<file path="config.mk">
export PLATFORM = sky130hd
export DESIGN_NAME = pipe_hazard_ctrl_flat
export DESIGN_NICKNAME = d
export VERILOG_FILES = /design/src/rtl/pipe_hazard_ctrl_pkg.sv /design/src/rtl/pipe_hazard_ctrl_if.sv /design/src/rtl/pipe_hazard_ctrl_hazard_detect.sv /design/src/rtl/pipe_hazard_ctrl.sv /design/src/flat_wrapper.sv
export SDC_FILE = /design/constraint.sdc
export NUM_CORES = 1
export LEC_CHECK = 0
export CAP_MARGIN = 0
export CORE_MARGIN = 3
export CORE_UTILIZATION = 27
export DETAILED_ROUTE_END_ITERATION = 6
export GPL_TIMING_DRIVEN = 0
export SLEW_MARGIN = 10
export SYNTH_ARGS = -nofsm -noshare
export SYNTH_HDL_FRONTEND = slang
export SYNTH_HIERARCHICAL = 1
export SYNTH_SLANG_ARGS = --single-unit
</file>
<file path="constraint.sdc">
create_clock -name clk -period 5.4 [get_ports clk]
set_clock_uncertainty 0.05 [all_clocks]
set_input_delay 1.08 -clock clk [delete_from_list [all_inputs] [get_ports clk]]
set_output_delay 1.08 -clock clk [all_outputs]
set_load 0.01 [all_outputs]
</file>
<file path="src/rtl/pipe_hazard_ctrl_pkg.sv">
// Shared encodings for the pipeline hazard sequencer: FSM states, PC mux
// selects and exception cause codes.
package pipe_ctrl_pkg;

    typedef enum logic [1:0] {
        ST_RUN,
        ST_MWAIT,
        ST_BUSERR
    } state_t;

    typedef enum logic [2:0] {
        PC_SEL_PC4    = 3'd0,
        PC_SEL_BRANCH = 3'd1,
        PC_SEL_JUMP   = 3'd2,
        PC_SEL_ISR    = 3'd3,
        PC_SEL_EXC    = 3'd4,
        PC_SEL_EPC    = 3'd5
    } pc_sel_t;

    // Vector addresses selected by PC_SEL_ISR / PC_SEL_EXC at the PC mux
    localparam logic [31:0] ISR_VECTOR = 32'h8000_0004;
    localparam logic [31:0] EXC_VECTOR = 32'h8000_0008;

    typedef enum logic [1:0] {
        CAUSE_NONE   = 2'd0,
        CAUSE_UNDEF  = 2'd1,
        CAUSE_BUSERR = 2'd2,
        CAUSE_IRQ    = 2'd3
    } exc_cause_t;

endpackage

</file>
<file path="src/rtl/pipe_hazard_ctrl_if.sv">
// Decoder/pipeline-side signal bundle of the hazard sequencer; master is the
// pipeline (drives decode/status), slave is the sequencer (drives controls).
interface pipe_hazard_ctrl_if #(
    parameter int CNT_W = 16
);
    logic [4:0]       id_rs;
    logic [4:0]       id_rt;
    logic             id_uses_rt;
    logic             id_valid;
    logic             id_jump;
    logic             id_eret;
    logic             id_undef;
    logic             ex_memrd;
    logic [4:0]       ex_rt;
    logic             ex_branch_taken;
    logic             mem_req;
    logic             mem_ready;
    logic             irq;
    logic             pc_write;
    logic             if_id_write;
    logic             if_id_flush;
    logic             id_ex_flush;
    logic             ex_mem_flush;
    logic             pipe_hold;
    logic [2:0]       pc_sel;
    logic             epc_write;
    logic [1:0]       exc_cause;
    logic             k_mode;
    logic [CNT_W-1:0] stall_cnt;

    modport master (
        output id_rs, id_rt, id_uses_rt, id_valid, id_jump, id_eret, id_undef,
               ex_memrd, ex_rt, ex_branch_taken, mem_req, mem_ready, irq,
        input  pc_write, if_id_write, if_id_flush, id_ex_flush, ex_mem_flush,
               pipe_hold, pc_sel, epc_write, exc_cause, k_mode, stall_cnt
    );

    modport slave (
        input  id_rs, id_rt, id_uses_rt, id_valid, id_jump, id_eret, id_undef,
               ex_memrd, ex_rt, ex_branch_taken, mem_req, mem_ready, irq,
        output pc_write, if_id_write, if_id_flush, id_ex_flush, ex_mem_flush,
               pipe_hold, pc_sel, epc_write, exc_cause, k_mode, stall_cnt
    );
endinterface

</file>
<file path="src/rtl/pipe_hazard_ctrl_hazard_detect.sv">
// Load-use comparator: a load in EX whose destination is read by the ID
// instruction. Register 0 never hazards.
module hazard_detect (
    input  logic       ex_memrd,
    input  logic [4:0] ex_rt,
    input  logic [4:0] id_rs,
    input  logic [4:0] id_rt,
    input  logic       id_uses_rt,
    output logic       load_use
);
    always_comb begin
        load_use = ex_memrd && (ex_rt != '0) &&
                   ((ex_rt == id_rs) || (id_uses_rt && (ex_rt == id_rt)));
    end
endmodule

</file>
<file path="src/rtl/pipe_hazard_ctrl.sv">
// Pipeline hazard sequencer: stall, bubble, redirect and freeze controls for
// the stage registers and PC mux, plus exception/kernel-mode bookkeeping.
module pipe_hazard_ctrl
    import pipe_ctrl_pkg::*;
#(
    parameter int MEM_TIMEOUT = 16,
    parameter int TO_W        = 5,
    parameter int CNT_W       = 16
) (
    input  logic              clk,
    input  logic              reset,
    pipe_hazard_ctrl_if.slave bus
);
    localparam logic [TO_W-1:0] TIMEOUT_CNT = TO_W'(MEM_TIMEOUT);

    state_t           state, state_nxt;
    logic [TO_W-1:0]  wcnt, wcnt_nxt;
    logic             k_mode, k_nxt;
    exc_cause_t       cause, cause_nxt;
    logic [CNT_W-1:0] stall_cnt;

    logic             load_use;
    logic             run_eval;
    logic             pc_write_c, if_id_write_c, if_id_flush_c, id_ex_flush_c;
    logic             ex_mem_flush_c, pipe_hold_c, epc_write_c;
    pc_sel_t          pc_sel_c;

    hazard_detect u_hazard_detect (
        .ex_memrd   (bus.ex_memrd),
        .ex_rt      (bus.ex_rt),
        .id_rs      (bus.id_rs),
        .id_rt      (bus.id_rt),
        .id_uses_rt (bus.id_uses_rt),
        .load_use   (load_use)
    );

    always_ff @(posedge clk or negedge reset) begin
        if (!reset) begin
            state     <= ST_RUN;
            wcnt      <= '0;
            k_mode    <= 1'b1;
            cause     <= CAUSE_NONE;
            stall_cnt <= '0;
        end else begin
            state  <= state_nxt;
            wcnt   <= wcnt_nxt;
            k_mode <= k_nxt;
            cause  <= cause_nxt;
            if (!pc_write_c && (stall_cnt != '1))
                stall_cnt <= stall_cnt + 1'b1;
        end
    end

    always_comb begin
        pc_write_c     = 1'b1;
        if_id_write_c  = 1'b1;
        if_id_flush_c  = 1'b0;
        id_ex_flush_c  = 1'b0;
        ex_mem_flush_c = 1'b0;
        pipe_hold_c    = 1'b0;
        epc_write_c    = 1'b0;
        pc_sel_c       = PC_SEL_PC4;
        state_nxt      = state;
        wcnt_nxt       = wcnt;
        k_nxt          = k_mode;
        cause_nxt      = cause;
        run_eval       = 1'b0;

        case (state)
            ST_RUN: run_eval = 1'b1;
            ST_MWAIT: begin
                // The ready cycle is an ordinary RUN cycle, so its own events apply
                if (bus.mem_ready) begin
                    run_eval  = 1'b1;
                    state_nxt = ST_RUN;
                    wcnt_nxt  = '0;
                end else begin
                    pc_write_c    = 1'b0;
                    if_id_write_c = 1'b0;
                    pipe_hold_c   = 1'b1;
                    wcnt_nxt      = wcnt + 1'b1;
                    if (wcnt_nxt >= TIMEOUT_CNT) begin
                        state_nxt = ST_BUSERR;
                        wcnt_nxt  = '0;
                    end
                end
            end
            ST_BUSERR: begin
                pc_sel_c       = PC_SEL_EXC;
                if_id_flush_c  = 1'b1;
                id_ex_flush_c  = 1'b1;
                ex_mem_flush_c = 1'b1;
                epc_write_c    = 1'b1;
                cause_nxt      = CAUSE_BUSERR;
                k_nxt          = 1'b1;
                state_nxt      = ST_RUN;
            end
            default: state_nxt = ST_RUN;
        endcase

        if (run_eval) begin
            if (bus.mem_req && !bus.mem_ready) begin
                pc_write_c    = 1'b0;
                if_id_write_c = 1'b0;
                pipe_hold_c   = 1'b1;
                state_nxt     = ST_MWAIT;
                wcnt_nxt      = TO_W'(1);
            end else if (bus.ex_branch_taken) begin
                pc_sel_c      = PC_SEL_BRANCH;
                if_id_flush_c = 1'b1;
                id_ex_flush_c = 1'b1;
            end else if (bus.id_valid && (bus.id_undef || (bus.id_eret && !k_mode))) begin
                // eret outside kernel mode is privileged, so it traps as undefined
                pc_sel_c      = PC_SEL_EXC;
                if_id_flush_c = 1'b1;
                id_ex_flush_c = 1'b1;
                epc_write_c   = 1'b1;
                cause_nxt     = CAUSE_UNDEF;
                k_nxt         = 1'b1;
            end else if (bus.irq && !k_mode && bus.id_valid) begin
                pc_sel_c      = PC_SEL_ISR;
                if_id_flush_c = 1'b1;
                id_ex_flush_c = 1'b1;
                epc_write_c   = 1'b1;
                cause_nxt     = CAUSE_IRQ;
                k_nxt         = 1'b1;
            end else if (load_use) begin
                pc_write_c    = 1'b0;
                if_id_write_c = 1'b0;
                id_ex_flush_c = 1'b1;
            end else if (bus.id_eret && k_mode) begin
                pc_sel_c      = PC_SEL_EPC;
                if_id_flush_c = 1'b1;
                k_nxt         = 1'b0;
            end else if (bus.id_jump) begin
                pc_sel_c      = PC_SEL_JUMP;
                if_id_flush_c = 1'b1;
            end
        end
    end

    always_comb begin
        if (!reset) begin
            bus.pc_write     = 1'b0;
            bus.if_id_write  = 1'b0;
            bus.if_id_flush  = 1'b1;
            bus.id_ex_flush  = 1'b1;
            bus.ex_mem_flush = 1'b0;
            bus.pipe_hold    = 1'b0;
            bus.pc_sel       = PC_SEL_PC4;
            bus.epc_write    = 1'b0;
        end else begin
            bus.pc_write     = pc_write_c;
            bus.if_id_write  = if_id_write_c;
            bus.if_id_flush  = if_id_flush_c;
            bus.id_ex_flush  = id_ex_flush_c;
            bus.ex_mem_flush = ex_mem_flush_c;
            bus.pipe_hold    = pipe_hold_c;
            bus.pc_sel       = pc_sel_c;
            bus.epc_write    = epc_write_c;
        end
    end

    assign bus.exc_cause = cause;
    assign bus.k_mode    = k_mode;
    assign bus.stall_cnt = stall_cnt;

endmodule

</file>
<file path="src/flat_wrapper.sv">
// flat-port wrapper written by rule: the top's interface ports become plain ports
module pipe_hazard_ctrl_flat import pipe_ctrl_pkg::*;
#(
    parameter int MEM_TIMEOUT = 16,
    parameter int TO_W        = 5,
    parameter int CNT_W       = 16
)
  (clk, reset, bus_id_rs, bus_id_rt, bus_id_uses_rt, bus_id_valid, bus_id_jump, bus_id_eret, bus_id_undef, bus_ex_memrd, bus_ex_rt, bus_ex_branch_taken, bus_mem_req, bus_mem_ready, bus_irq, bus_pc_write, bus_if_id_write, bus_if_id_flush, bus_id_ex_flush, bus_ex_mem_flush, bus_pipe_hold, bus_pc_sel, bus_epc_write, bus_exc_cause, bus_k_mode, bus_stall_cnt);
  pipe_hazard_ctrl_if #(.CNT_W(CNT_W)) bus_i ();
  input  logic clk;
  input  logic reset;
  input wire logic [$bits(bus_i.id_rs)-1:0] bus_id_rs;
  input wire logic [$bits(bus_i.id_rt)-1:0] bus_id_rt;
  input wire logic [$bits(bus_i.id_uses_rt)-1:0] bus_id_uses_rt;
  input wire logic [$bits(bus_i.id_valid)-1:0] bus_id_valid;
  input wire logic [$bits(bus_i.id_jump)-1:0] bus_id_jump;
  input wire logic [$bits(bus_i.id_eret)-1:0] bus_id_eret;
  input wire logic [$bits(bus_i.id_undef)-1:0] bus_id_undef;
  input wire logic [$bits(bus_i.ex_memrd)-1:0] bus_ex_memrd;
  input wire logic [$bits(bus_i.ex_rt)-1:0] bus_ex_rt;
  input wire logic [$bits(bus_i.ex_branch_taken)-1:0] bus_ex_branch_taken;
  input wire logic [$bits(bus_i.mem_req)-1:0] bus_mem_req;
  input wire logic [$bits(bus_i.mem_ready)-1:0] bus_mem_ready;
  input wire logic [$bits(bus_i.irq)-1:0] bus_irq;
  output wire logic [$bits(bus_i.pc_write)-1:0] bus_pc_write;
  output wire logic [$bits(bus_i.if_id_write)-1:0] bus_if_id_write;
  output wire logic [$bits(bus_i.if_id_flush)-1:0] bus_if_id_flush;
  output wire logic [$bits(bus_i.id_ex_flush)-1:0] bus_id_ex_flush;
  output wire logic [$bits(bus_i.ex_mem_flush)-1:0] bus_ex_mem_flush;
  output wire logic [$bits(bus_i.pipe_hold)-1:0] bus_pipe_hold;
  output wire logic [$bits(bus_i.pc_sel)-1:0] bus_pc_sel;
  output wire logic [$bits(bus_i.epc_write)-1:0] bus_epc_write;
  output wire logic [$bits(bus_i.exc_cause)-1:0] bus_exc_cause;
  output wire logic [$bits(bus_i.k_mode)-1:0] bus_k_mode;
  output wire logic [$bits(bus_i.stall_cnt)-1:0] bus_stall_cnt;
  assign bus_i.id_rs = bus_id_rs;
  assign bus_i.id_rt = bus_id_rt;
  assign bus_i.id_uses_rt = bus_id_uses_rt;
  assign bus_i.id_valid = bus_id_valid;
  assign bus_i.id_jump = bus_id_jump;
  assign bus_i.id_eret = bus_id_eret;
  assign bus_i.id_undef = bus_id_undef;
  assign bus_i.ex_memrd = bus_ex_memrd;
  assign bus_i.ex_rt = bus_ex_rt;
  assign bus_i.ex_branch_taken = bus_ex_branch_taken;
  assign bus_i.mem_req = bus_mem_req;
  assign bus_i.mem_ready = bus_mem_ready;
  assign bus_i.irq = bus_irq;
  assign bus_pc_write = bus_i.pc_write;
  assign bus_if_id_write = bus_i.if_id_write;
  assign bus_if_id_flush = bus_i.if_id_flush;
  assign bus_id_ex_flush = bus_i.id_ex_flush;
  assign bus_ex_mem_flush = bus_i.ex_mem_flush;
  assign bus_pipe_hold = bus_i.pipe_hold;
  assign bus_pc_sel = bus_i.pc_sel;
  assign bus_epc_write = bus_i.epc_write;
  assign bus_exc_cause = bus_i.exc_cause;
  assign bus_k_mode = bus_i.k_mode;
  assign bus_stall_cnt = bus_i.stall_cnt;
  pipe_hazard_ctrl #(.MEM_TIMEOUT(MEM_TIMEOUT), .TO_W(TO_W), .CNT_W(CNT_W)) u_core (.clk(clk), .reset(reset), .bus(bus_i));
endmodule
</file>
==> run metrics <==
status completed; setup TNS 0 ns; Slew @ Worst Pin 0.6046 ns; area leader, netlist dfrtp_1; syn avg cell area 9.639 sq um; share of the synthesized area in the top cell type 0.3840; port buffer count 55; total number of vias between 1k and 1.5k; clock tree buffer depth 2; hold endpoint u_core/bus.exc_cause[0]$_DFF_PN0_; share of cells above drive strength 1 0.1009; vias in the first global route 1,449; Pwr Total 0.0006255 W; first-pass GRT wire length 7203 um; Buf/Inv on CP 4; initial antenna violation count 0; core footprint roughly 0.0057 sq mm; # hold bufs at CTS 0; Synth area leaders dfrtp_1, xor2_1, xnor2_1, nand3_1, nor3_1; Net Sw Power just over 0.0002 W; die height 83.68 um; post-route ant nets 0; EDFF count, synth 0; Syn Nets 198; worst path required time ~4.3 ns; die area 0.007002 sq mm; GRT Util Overall 0.1229; Finished Cell Area around 0.0023 sq mm; Final Hold Fails 0; switching share of total power 0.3292; fin crit period 5.039 ns; Post-Syn Area 0.001629 sq mm; top-count cell post-synth dfrtp_1; combinational power share 0.366; aggregate routed wire length 4137 um; Min-Delay Path Depth 1; Worst Path Arrival roughly 3.9 ns; max cap viols 0; starting density of the core 0.2870; die width 83.68 um; leakage power 0.9353 nW; Clk Latency, worst-skew pair 0.27 ns; drt pass-1 iters 4; DRT iter0 DRCs 79; Pins Over Slew Limit 0; CTS tree yes; RR Endpoint u_core/wcnt[3]$_DFF_PN0_; largest net degree at the start of global routing 28; Synth cell types 53; register bit total from synthesis 26; Resized Gates After CTS 0; Crit. End Element primary output; Reg clk slew, reported paths 0.09 ns; Clock power frac 0.185; most frequent CP cell clkdlybuf4s50_1; n_diodes 0; CP top delay family buffers and inverters; final-report setup violation count 0; post-CTS setup buffers 0; Final period util 0.9332; sequential fraction of the synthesis area 0.4002; H-tree depth 1; async set-or-reset flop fraction in the synthesized netlist 1.000; CTS root buffer clkbuf_8; Post-route DRC 0; Max Fclk between 0.15 and 0.2 GHz; FF-to-FF path depth 6; post-DP HPWL 3132 um; RSZ-0062 raised after global routing false; worst vdd ir 0.2300 mV; Slowest-stage cell, CP clkdlybuf4s50_1; Synth Warn # 6; crit path cell chain clkdlybuf4s50_1 -> xor2_1 -> nor4_2 -> nand3_1 -> a21oi_1 -> nor4b_2 -> a31oi_1 -> buf_6 -> and2_2 -> buf_4 -> clkdlybuf4s50_1; P_int 0.0004196 W; Worst Path Max Fanout 10; Pwr Density around 270 mW/mm^2; CTS Buf Count 3; I/O pin count 56; # clock sinks 26; Hold Crit Class reg -> reg; top post-synthesis cells by count dfrtp_1, xor2_1, nand2_1; flop-to-flop setup slack 3.27 ns; relative slew slack 0.5961; Wirelength per Cell roughly 14 um; synthesis-to-layout area growth 41.78%; Top FF cell, synth dfrtp_1; nets 258; post-synthesis instance total about 170; critical path type in -> out; Worst setup SP type input pin; GP Congestion 0.7576; placed inst area 0.002270 sq mm; r2r startpoint u_core/wcnt[0]$_DFF_PN0_; Rows 27; vias per cell 4.963; Flop pwr share 0.449; Critical Path Max Stage Delay 0.47 ns; Hold Startpoint u_core/bus.exc_cause[0]$_DFF_PN0_; grt total ovfl 0; Util after Layout 0.4070
-- cell families after synthesis --
group           count (synthesis)  share of synthesized area
compound gates                 25                     0.1114
xor+xnor                       25                     0.1344
fa+ha+maj                       2                    0.01536
buf+inv                         5                    0.01843
flops                          26                     0.4002
mux                             1                   0.006912
simple gates                   85                     0.3134
-- worst max path at each step --
stage / from / to / depth (start not counted)
after floorplan: bus_ex_rt[3] / bus_pc_write / 9
after global placement: bus_ex_rt[3] / bus_pc_write / 11
after detailed placement: bus_ex_rt[3] / bus_pc_write / 11
after CTS: bus_ex_rt[3] / bus_pc_write / 11
after global routing: bus_ex_rt[3] / bus_pc_write / 11
final: bus_ex_rt[3] / bus_pc_write / 11
-- layer usage --
layer	vias up	wire [um]	global-route usage
met5	-	0	0
met4	0	53	0.03947
met3	5	251	0.02369
met2	52	1705	0.1728
met1	701	2127	0.1863
li1	731	-	-
-- sequential cells by signal (all words and copies together), names as in the netlist --
| name | flops |
|---|---|
| u_core/bus.exc_cause | 2 |
| u_core/wcnt | 5 |
| u_core/bus.k_mode | 1 |
| u_core/bus.stall_cnt | 16 |
| u_core/state | 2 |
-- power by group through the flow --
stage / Clock, W / Combinational [W] / Sequential [W]
after CTS: 0.000118 / 0.000232 / 0.000281
after global routing: 0.000128 / 0.000250 / 0.000290
final: 0.000115 / 0.000229 / 0.000281
after global placement: 0 / 0.000228 / 0.000284
after detailed placement: 0 / 0.000231 / 0.000284
after floorplan: 0 / 0.000101 / 0.000289
-- through the flow --
step	hold slack [ns]	worst slack [ns]	cells
after floorplan	0.4128	1.585	169
after global placement	0.4171	0.3846	296
after detailed placement	0.4322	0.3273	296
after CTS	0.4459	0.3328	300
after global routing	0.4581	0.1790	300
final	0.4455	0.3609	300
-- cell usage in the layout, fill, tap and decap left out, types with 2 or more instances in the layout --
cell type        netlist  final
xnor2_1                8      8
clkbuf_8               0      3
a21oi_1                6      6
o21a_1                 2      2
nand2_1               15     15
nand2b_1               4      4
dfrtp_1               25     25
clkbuf_1               1      2
nor2b_1                2      2
o21ai_0                2      2
o211ai_1               2      2
nand4_1                3      3
nor3b_1                2      2
ha_1                   2      2
xor2_1                17     17
clkdlybuf4s50_1        0     54
nor3_1                13     13
and3_1                 5      5
and3_2                 2      2
and2_1                 2      2
nand3_1               13     13
nor2_1                 9      9
or2_2                  2      2
-- layout make-up --
class | instances | area [sq um]
fill | 584 | 3366
multi-input combinational | 138 | 947.2
sequential | 26 | 651.9
timing repair buffer | 55 | 545.5
tap | 72 | 90.09
clock buffer | 4 | 45.04
buffer | 4 | 26.28
inverter | 1 | 3.754
Note: power is estimated with default switching activity, not from simulation.
